## src/rtl/atriusb_event_bridge_pkg.sv

```systemverilog
`default_nettype none
// ============================================================================
// Module   : atriusb_event_bridge_pkg
// Purpose  : Constants shared between the event framer and the event bridge.
//            Covers the frame-start codes, the header and packet sizes, and
//            the bridge state encoding.
// Revision : 1.0 - initial release
// ============================================================================
package atriusb_event_bridge_pkg;

  // Header length and USB bulk packet size. The header length is part of
  // the framer protocol.
  localparam int c_hdr_bytes = 4;
  localparam int c_pkt_bytes = 512;

  // Frame-start codes for header byte 0. They are compared with bit 5
  // cleared, so the lower-case forms are also accepted.
  localparam logic [7:0] c_code_evt       = 8'h45;
  localparam logic [7:0] c_code_beg       = 8'h42;
  localparam logic [7:0] c_code_frm       = 8'h46;
  localparam logic [7:0] c_code_oth       = 8'h4F;
  localparam logic [7:0] c_code_case_mask = 8'hDF;

  typedef enum logic [2:0] {
    ST_IDLE    = 3'd0,
    ST_HDR     = 3'd1,
    ST_PAYLOAD = 3'd2,
    ST_DONE    = 3'd3,
    ST_GAP     = 3'd4
  } state_t;

  function automatic logic is_frame_code(input logic [7:0] b);
    logic [7:0] m;
    m = b & c_code_case_mask;
    return (m == c_code_evt) || (m == c_code_beg) ||
           (m == c_code_frm) || (m == c_code_oth);
  endfunction

endpackage
`default_nettype wire

```

## src/rtl/atriusb_hdr_check.sv

```systemverilog
`default_nettype none
// ============================================================================
// Module   : atriusb_hdr_check
// Purpose  : Checks frame headers and tracks the expected frame number.
//            Byte 0 must be a frame-start code (bit 5 masked). Byte 1 must
//            equal the expected frame number. That number is 0 after reset or
//            after an end-of-block, and advances by one per completed frame.
//            The module exists only when ATRIUSB_BRIDGE_HDRCHK_EN is defined.
// Ports    : clk_i, rst_n_i          clock, asynchronous active-low reset
//            i_hdr_rd, i_hdr_idx     header byte consumed this cycle, index
//            i_dat                   the header byte being consumed
//            i_frame_done            frame completed (advance frame number)
//            i_block_clr             end of event block (frame number -> 0)
//            o_mismatch              current header byte is invalid
//            o_err                   sticky header error
// Revision : 1.0 - initial release
// ============================================================================
`ifdef ATRIUSB_BRIDGE_HDRCHK_EN
module atriusb_hdr_check
  import atriusb_event_bridge_pkg::*;
(
  input  logic       clk_i,
  input  logic       rst_n_i,
  input  logic       i_hdr_rd,
  input  logic [2:0] i_hdr_idx,
  input  logic [7:0] i_dat,
  input  logic       i_frame_done,
  input  logic       i_block_clr,
  output logic       o_mismatch,
  output logic       o_err
);

  logic [7:0] r_exp_frame;
  logic       r_err;

  always_comb begin
    o_mismatch = 1'b0;
    if (i_hdr_rd) begin
      if (i_hdr_idx == 3'd0) begin
        o_mismatch = !is_frame_code(i_dat);
      end else if (i_hdr_idx == 3'd1) begin
        o_mismatch = (i_dat != r_exp_frame);
      end
    end
  end

  always_ff @(posedge clk_i or negedge rst_n_i) begin
    if (!rst_n_i) begin
      r_exp_frame <= 8'd0;
      r_err       <= 1'b0;
    end else begin
      if (i_block_clr) begin
        r_exp_frame <= 8'd0;
      end else if (i_frame_done) begin
        r_exp_frame <= r_exp_frame + 8'd1;
      end
      if (o_mismatch) begin
        r_err <= 1'b1;
      end
    end
  end

  assign o_err = r_err;

endmodule
`endif
`default_nettype wire

```

## src/rtl/atriusb_event_bridge.sv

```systemverilog
`default_nettype none
// ============================================================================
// Module   : atriusb_event_bridge
// Purpose  : Reads frames from the USB event framer (4-byte header plus
//            payload) and writes them into an FX2 slave-FIFO IN endpoint.
//            Each frame occupies one USB packet. A packet shorter than
//            PKT_BYTES is committed with PKTEND.
//            The optional header check is enabled by ATRIUSB_BRIDGE_HDRCHK_EN.
// Ports    : clk_i, rst_n_i          clock, asynchronous active-low reset
//            bridge_dat_i            current framer byte
//            event_pending_i         framer has a byte available
//            event_empty_i           framer empty (stall while in payload)
//            block_done_i            last frame of the event finished
//            event_rd_o              consume current byte (combinational)
//            frame_done_o            frame payload complete pulse
//            ep_full_n_i             endpoint full flag (low = full)
//            ep_dat_o/ep_wr_o        registered endpoint write
//            ep_pktend_o             registered packet-commit pulse
//            busy_o                  bridge not idle
//            hdr_err_o               sticky header error
// Revision : 1.0 - initial release
// ============================================================================
module atriusb_event_bridge
  import atriusb_event_bridge_pkg::*;
#(
  parameter int PKT_BYTES = c_pkt_bytes,
  parameter int HDR_BYTES = c_hdr_bytes
) (
  input  logic       clk_i,
  input  logic       rst_n_i,
  input  logic [7:0] bridge_dat_i,
  input  logic       event_pending_i,
  input  logic       event_empty_i,
  input  logic       block_done_i,
  output logic       event_rd_o,
  output logic       frame_done_o,
  input  logic       ep_full_n_i,
  output logic [7:0] ep_dat_o,
  output logic       ep_wr_o,
  output logic       ep_pktend_o,
  output logic       busy_o,
  output logic       hdr_err_o
);

  localparam int MAX_PAYLOAD = PKT_BYTES - HDR_BYTES;

  state_t      r_state;
  state_t      w_state_nxt;
  logic [2:0]  r_hdr_cnt;
  logic [9:0]  r_pay_cnt;
  logic [9:0]  r_pay_len;
  logic [7:0]  r_rem_lo;
  logic [2:0]  r_starve;
  logic        r_pkt_wr;     // at least one byte of this packet was written
  logic        r_hdr_bad;    // header rejected; abort on the next cycle
  logic        w_pktend_nxt;
  logic        w_in_xfer;
  logic        w_left;
  logic        w_hdr_rd;
  logic        w_pay_rd;
  logic        w_hdr_last;
  logic        w_pay_last;
  logic        w_abort;
  logic        w_hdr_mismatch;
  logic [15:0] w_rem;
  logic [9:0]  w_len_calc;

  assign w_in_xfer = (r_state == ST_HDR) || (r_state == ST_PAYLOAD);
  assign w_left    = (r_state == ST_HDR) ? (r_hdr_cnt < 3'(HDR_BYTES))
                                         : (r_pay_cnt < r_pay_len);

  // While in payload, an empty framer is treated as a stall, not as the end
  // of the frame.
  assign event_rd_o = w_in_xfer && event_pending_i && ep_full_n_i && w_left &&
                      !r_hdr_bad &&
                      !((r_state == ST_PAYLOAD) && event_empty_i);

  assign w_hdr_rd   = event_rd_o && (r_state == ST_HDR);
  assign w_pay_rd   = event_rd_o && (r_state == ST_PAYLOAD);
  assign w_hdr_last = w_hdr_rd && (r_hdr_cnt == 3'(HDR_BYTES - 1));
  assign w_pay_last = w_pay_rd && (r_pay_cnt == r_pay_len - 10'd1);

  // The upper remaining-length byte is on the bus as the last header byte is
  // read, so the full 16-bit length is compared before clamping.
  assign w_rem      = {bridge_dat_i, r_rem_lo};
  assign w_len_calc = (w_rem > 16'(MAX_PAYLOAD)) ? 10'(MAX_PAYLOAD) : w_rem[9:0];

  // Eight consecutive cycles without data mean the framer went through reset.
  assign w_abort = w_in_xfer &&
                   (r_hdr_bad || (!event_pending_i && (r_starve == 3'd7)));

  assign frame_done_o = (r_state == ST_DONE);
  assign busy_o       = (r_state != ST_IDLE);

`ifdef ATRIUSB_BRIDGE_HDRCHK_EN
  atriusb_hdr_check u_hdr_check (
    .clk_i        (clk_i),
    .rst_n_i      (rst_n_i),
    .i_hdr_rd     (w_hdr_rd),
    .i_hdr_idx    (r_hdr_cnt),
    .i_dat        (bridge_dat_i),
    .i_frame_done (r_state == ST_DONE),
    .i_block_clr  ((r_state == ST_GAP) && block_done_i),
    .o_mismatch   (w_hdr_mismatch),
    .o_err        (hdr_err_o)
  );
`else
  // Without the header check there is no frame counter for block_done_i to
  // clear.
  logic w_unused_block_done;
  assign w_unused_block_done = block_done_i;
  assign w_hdr_mismatch      = 1'b0;
  assign hdr_err_o           = 1'b0;
`endif

  always_comb begin
    w_state_nxt  = r_state;
    w_pktend_nxt = 1'b0;
    case (r_state)
      ST_IDLE: begin
        if (event_pending_i) w_state_nxt = ST_HDR;
      end
      ST_HDR: begin
        if (w_abort) begin
          w_state_nxt  = ST_GAP;
          w_pktend_nxt = r_pkt_wr;
        end else if (w_hdr_last) begin
          w_state_nxt = (w_len_calc == 10'd0) ? ST_DONE : ST_PAYLOAD;
        end
      end
      ST_PAYLOAD: begin
        if (w_abort) begin
          w_state_nxt  = ST_GAP;
          w_pktend_nxt = r_pkt_wr;
        end else if (w_pay_last) begin
          w_state_nxt = ST_DONE;
        end
      end
      ST_DONE: begin
        // A full-size packet commits itself; only short ones need PKTEND.
        w_pktend_nxt = (r_pay_len < 10'(MAX_PAYLOAD));
        w_state_nxt  = ST_GAP;
      end
      ST_GAP: begin
        if (!event_pending_i) w_state_nxt = ST_IDLE;
      end
      default: w_state_nxt = ST_IDLE;
    endcase
  end

  always_ff @(posedge clk_i or negedge rst_n_i) begin
    if (!rst_n_i) begin
      r_state     <= ST_IDLE;
      r_hdr_cnt   <= 3'd0;
      r_pay_cnt   <= 10'd0;
      r_pay_len   <= 10'd0;
      r_rem_lo    <= 8'd0;
      r_starve    <= 3'd0;
      r_pkt_wr    <= 1'b0;
      r_hdr_bad   <= 1'b0;
      ep_dat_o    <= 8'd0;
      ep_wr_o     <= 1'b0;
      ep_pktend_o <= 1'b0;
    end else begin
      r_state     <= w_state_nxt;
      ep_wr_o     <= event_rd_o;
      ep_pktend_o <= w_pktend_nxt;
      if (event_rd_o) begin
        ep_dat_o <= bridge_dat_i;
        r_pkt_wr <= 1'b1;
      end

      if (w_in_xfer && !event_pending_i) r_starve <= r_starve + 3'd1;
      else                               r_starve <= 3'd0;

      if (r_state == ST_IDLE) begin
        r_hdr_cnt <= 3'd0;
        r_pay_cnt <= 10'd0;
        r_pkt_wr  <= 1'b0;
        r_hdr_bad <= 1'b0;
      end

      if (w_hdr_rd) begin
        r_hdr_cnt <= r_hdr_cnt + 3'd1;
        if (r_hdr_cnt == 3'd2) r_rem_lo <= bridge_dat_i;
        if (w_hdr_last)        r_pay_len <= w_len_calc;
        if (w_hdr_mismatch)    r_hdr_bad <= 1'b1;
      end
      if (w_pay_rd) r_pay_cnt <= r_pay_cnt + 10'd1;
    end
  end

endmodule
`default_nettype wire

```

## config.mk

```make
export PLATFORM = sky130hd
export DESIGN_NAME = atriusb_event_bridge
export DESIGN_NICKNAME = d
export VERILOG_FILES = /design/src/rtl/atriusb_event_bridge_pkg.sv /design/src/rtl/atriusb_hdr_check.sv /design/src/rtl/atriusb_event_bridge.sv
export SDC_FILE = /design/constraint.sdc
export NUM_CORES = 1
export LEC_CHECK = 0
export ABC_AREA = 1
export ABC_CLOCK_PERIOD_IN_PS = 2100
export CAP_MARGIN = 20
export CORE_ASPECT_RATIO = 1.75
export CORE_MARGIN = 1
export CORE_UTILIZATION = 49
export DETAILED_ROUTE_END_ITERATION = 16
export GPL_TIMING_DRIVEN = 0
export PLACE_DENSITY_LB_ADDON = 0.25
export RECOVER_POWER = 100
export SYNTH_ARGS = -nofsm -noshare
export SYNTH_HDL_FRONTEND = slang
export SYNTH_SLANG_ARGS = --single-unit
```

## constraint.sdc

```tcl
create_clock -name clk_i -period 2.1 [get_ports clk_i]
set_input_delay 0.42 -clock clk_i [delete_from_list [all_inputs] [get_ports clk_i]]
set_output_delay 0.42 -clock clk_i [all_outputs]
set_load 0.02 [all_outputs]
```

# Yosys cells after proc, flatten, opt, wreduce, memory -nomap -nowiden
# Index checks and enable logic that the tools add are counted.
# totals
output_inout_bits	14
elab_cells	74
ff_bits	48
inputBits	14
# classes
n_lt_le_gt_ge	4
n_reduce_logical	25
n_addsub	4
n_mux	19
eq_ne	12
# op_table
op	n
two-way mux 10 bit	3
two-way mux 3 bit	9
greater-than comparator 16 x 9 -> 1 bit, second input constant	1
one-hot mux 3 bit (5 select lines)	1
== test 3 x 2 -> 1 bit, second input constant	4
logical AND 1 bit	12
adder 10 x 1 -> 10 bit, second input constant	1
== test 10 bit	1
zero test 10 bit	1
less-than comparator 10 bit	1
less-than comparator 10 x 9 -> 1 bit, second input constant	1
subtractor 10 x 1 -> 10 bit, second input constant	1
adder 3 x 1 -> 3 bit, second input constant	2
== test 3 bit, second input constant	2
!= test 3 bit, second input constant	2
nonzero test 2 bit	3
two-way mux 1 bit	5
!= test 2 bit, second input constant	2
AND reduction 2 bit	2
AND reduction 4 bit	1
== test 3 x 1 -> 1 bit, second input constant	1
zero test 3 bit	1
less-than comparator 3 bit, second input constant	1
nonzero test 3 bit	1
other kinds (4)	5

# Logic depth before layout (Yosys ltp)
# Gate-level depths: netlist of the first run.
# depth
ltp_word	11
depth_mapped	15
depth_no_buf	15

# Worst setup path after synthesis of the first run
# OpenSTA, ideal clock, no wires.
# synth_timing
kind	flip-flop to output port
from	register r_pay_len[7]
to	output event_rd_o
slack_ps	269
required_ps	1680
path_stages_with_launch	11
n_path_buf	1
arrival_time_ps	1411
path_cell_list	dfrtp_1 > inv_1 > ha_1 > nand2_1 > nand2_1 > nand2_1 > nand3_2 > nor2_4 > nand2_4 > nand2_4 > buf_12
# synth_via
elab_chain_len	4
# synth_lines
item	line_no	source
start, declared	atriusb_event_bridge.sv:51	logic [9:0] r_pay_len;
start signal, assigned	atriusb_event_bridge.sv:186	if (w_hdr_last) r_pay_len <= w_len_calc;
less-than comparator 10 bit	atriusb_event_bridge.sv:70	: (r_pay_cnt < r_pay_len);
two-way mux 1 bit	atriusb_event_bridge.sv:69	assign w_left = (r_state == ST_HDR) ? (r_hdr_cnt < 3'(HDR_BYTES))
logical AND 1 bit	atriusb_event_bridge.sv:74	assign event_rd_o = w_in_xfer && event_pending_i && ep_full_n_i && w_left &&
logical AND 1 bit	atriusb_event_bridge.sv:75	!r_hdr_bad &&
end, declared	atriusb_event_bridge.sv:35	output logic event_rd_o,
# No other way between the ends.

# Worst setup path in the final report of the first run
# layout_timing
from	register r_pay_cnt[5]
to	output event_rd_o
# layout_via
elab_chain_len	4
# layout_lines
item	line_no	source
start, declared	atriusb_event_bridge.sv:50	logic [9:0] r_pay_cnt;
start signal, assigned	atriusb_event_bridge.sv:189	if (w_pay_rd) r_pay_cnt <= r_pay_cnt + 10'd1;
less-than comparator 10 bit	atriusb_event_bridge.sv:70	
two-way mux 1 bit	atriusb_event_bridge.sv:69	
logical AND 1 bit	atriusb_event_bridge.sv:74	
logical AND 1 bit	atriusb_event_bridge.sv:75	
# No other way between the ends.

==> results of run 1 <==
==> registers in the layout, summed over array words and instances, names as in the netlist <==
| name | cells |
|---|---|
| ep_dat_o | 8 |
| ep_pktend_o | 1 |
| ep_wr_o | 1 |
| r_hdr_cnt | 3 |
| r_pay_cnt | 10 |
| r_pay_len | 10 |
| r_pkt_wr | 1 |
| r_rem_lo | 8 |
| r_starve | 3 |
| r_state | 3 |
==> cells in the mapped netlist, types with 2 or more instances <==
| library cell | instances | area [um2] |
|---|---|---|
| nor2_4 | 3 | 33.8 |
| nand3_1 | 21 | 105 |
| o21ai_0 | 31 | 155 |
| o22ai_1 | 6 | 37.5 |
| inv_2 | 2 | 7.51 |
| mux2_2 | 3 | 33.8 |
| nor3_1 | 6 | 30.0 |
| a21oi_1 | 5 | 25.0 |
| xor2_1 | 7 | 61.3 |
| nand2_4 | 2 | 22.5 |
| mux2_4 | 5 | 75.1 |
| nand4_1 | 7 | 43.8 |
| nand2_1 | 86 | 323 |
| dfrtp_1 | 48 | 1200 |
| nor2_2 | 2 | 12.5 |
| nor2_1 | 37 | 139 |
| ha_1 | 17 | 213 |
| nand3_2 | 4 | 40.0 |
| inv_1 | 64 | 240 |
==> worst max-delay path by stage <==
stage,endpoint,cells past startpoint
global placement,ep_dat_o[2],1
CTS,event_rd_o,10
global route,event_rd_o,10
floorplan,event_rd_o,10
detailed placement,event_rd_o,9
finish,event_rd_o,9
==> layer usage <==
layer	GRT usage	wire length, um
met1	0.261	2610
met4	0.119	326
met3	0.0272	172
met2	0.422	3820
met5	0	0
==> layout make-up <==
cell class,instances,area [um2]
flip-flops and latches,48,1210
inverters,67,253
repair buffers,52,454
fillers,528,2130
clock inverters,1,5.00
plain buffers,4,28.8
clock buffers,6,72.6
multi-input cells,252,1590
well taps,78,97.6
==> timing repair <==
action	in CTS	in global routing
gates resized for setup	32	13
setup buffers	21	4
cloned	0	0
pin swaps	11	6
setup endpoints to repair	8	6
hold buffers	1	0
hold endpoints to repair	9	0
==> worst register-to-register path, stage by stage, from the launching register on <==
cell and delay, ps:
dfrtp_2 440, ha_4 290, nand2_4 60, nor2_4 110
nand2_2 80, nand3_4 90, nand2_4 60, nand2_4 80
nand2_4 70, buf_4 140, buf_4 120, buf_4 130
mux2_2 260
==> cells by family after synthesis <==
kind of cell,Yosys count,synth area share
adders and majority gates,17,0.0722
DFF,48,0.408
AOI/OAI and AO/OA,45,0.0824
xor gates and xnor gates,8,0.0238
other,1,0.00127
and+or+nand+nor,173,0.274
muxes,8,0.0369
buffers and inverters,72,0.102
==> power groups by stage <==
stage / registers [W] / logic [W] / clock network, W
final: 0.00132 / 0.00145 / 0.000525
after global routing: 0.00135 / 0.00160 / 0.000557
after CTS: 0.00132 / 0.00144 / 0.000539
after detailed placement: 0.00135 / 0.00133 / 0
after global placement: 0.00134 / 0.00130 / 0
after floorplan: 0.00142 / 0.000786 / 0
==> metrics by stage <==
stage | cells | setup TNS (ps) | area, um2
final | 508 | -29.1 | 3700
after global routing | 508 | -73.5 | 3700
after CTS | 505 | -93.2 | 3640
after detailed placement | 476 | -1290 | 3310
after global placement | 475 | -38730 | 3290
after floorplan | 372 | 0 | 2950
==> run summary, run 1 <==
final hold viol count: 0
CTS tree: done
Slowest cell on crit path: dfrtp_2
fmax: 0.470 GHz
most used cell, CP: nand2_4
leakage power: 1.84 nW
Critical Path Start: r_pay_cnt[5]
global placer's final weighted congestion: 0.834
post-place setup slack: -706 ps
sequential power share: 0.400
Antenna Cells: 0
share of cells above drive strength 1: 0.216
Buf/Inv on CP: 1
pwr dens: 891 nW/um2
Mapped Nets: 403
GRT Total Usage: 0.236
nets: 461
worst-path fanout max: 3
vias in the first global route: 2,595
hold path cells: 1
Worst setup EP type: output port
initial cell density of the core: 0.505
Post-synth ARST share: 1.00
CTS clk-pin slew, worst paths: 90 ps
# setup viols final: 1
Comb pwr share: 0.441
Clock Skew: 5.25 ps
Port Buffers: 25
Remaining DRCs: 0
Top FF cell, synth: dfrtp_1
final wirelength: 6930 um
switching share of total power: 0.387
most common cell after layout, fill and taps aside: nand2_1
post-synthesis instance total: 372
Hold Slack: 433 ps
Pint: 0.00202 W
reg-to-reg critical path endpoint: ep_dat_o[6]
hold path startpoint: r_starve[0]
sequential area share after synthesis: 0.408
DR vias: 2,609
maxcap violations: 0
Cell variety after synth: 35
total number of H-tree levels: 2
fin crit share: 1.01
initial antenna violation count: 0
failing checks: setup timing
status: finished with violations
Pwr Total: 0.00330 W
RSZ-0062 raised after global routing: yes
die area: 6340 um2
Root Buffer Master: clkbuf_8
Max-slew headroom: 0.639
CP Launch Type: flop
Peak VDD IR: 0.775 mV
worst-margin pin slew: 542 ps
Post-synth EDFFs: 0
Core Box Area: 5830 um2
1st-iter DRT viols: 110
FP Rows: 37
critical path's top delay family: simple AND/OR/NAND/NOR gates
WHS Endpoint: r_starve[0]
reg2reg setup slack: 70 ps
1st-pass router iterations: 4
Slew Viols, Final: 0
Final ANT Viol Nets: 0
RR Startpoint: r_pay_cnt[5]
clock sink total: 48
grt total ovfl: 0
Yosys reg bits: 48
Hold WC Path Type: reg2reg
cell chain of the critical path: ha_4, nand2_4, nor2_4, nand2_2, nand3_4, nand2_4, nand2_4, nand2_4, buf_8
Die X: 60.6 um
Req. time, crit path: 1680 ps
CTS Buf Count: 5
clock share of power: 0.159
worst skew pair latency: 300 ps
vias per std cell: 5.14
reg2reg path depth: 12
largest net degree at the start of global routing: 40
Area Overhead vs Synth: 25.6%
first-pass GRT wire length: 11,300 um
maximum buffer depth of the clock tree: 2
dpl hpwl: 4880 um
most frequent cells in the layout: nand2_1 (81), inv_1 (55), dfrtp_1 (44)
Final WS setup: -29.1 ps
CP Class: reg2out
Die H: 105 um
Final min period: 2130 ps
DR WL/cell: 13.6 um
Switching Power: 0.00128 W
CP arrival: 1710 ps
critical path's largest stage delay: 440 ps
synthesized area: 2950 um2
Syn Area/Cell: 7.92 um2
# IOs: 28
Ys Warns: 0
post-layout util: 0.635
(Power assumes the default switching activity.)
==> run 2: changes to the inputs <==
- CTS_CLUSTER_SIZE: unset -> 16
- SKIP_LAST_GASP: unset -> 1
==> results of run 2 <==
The final DEF is identical to that of run 1; final timing and power are the same.
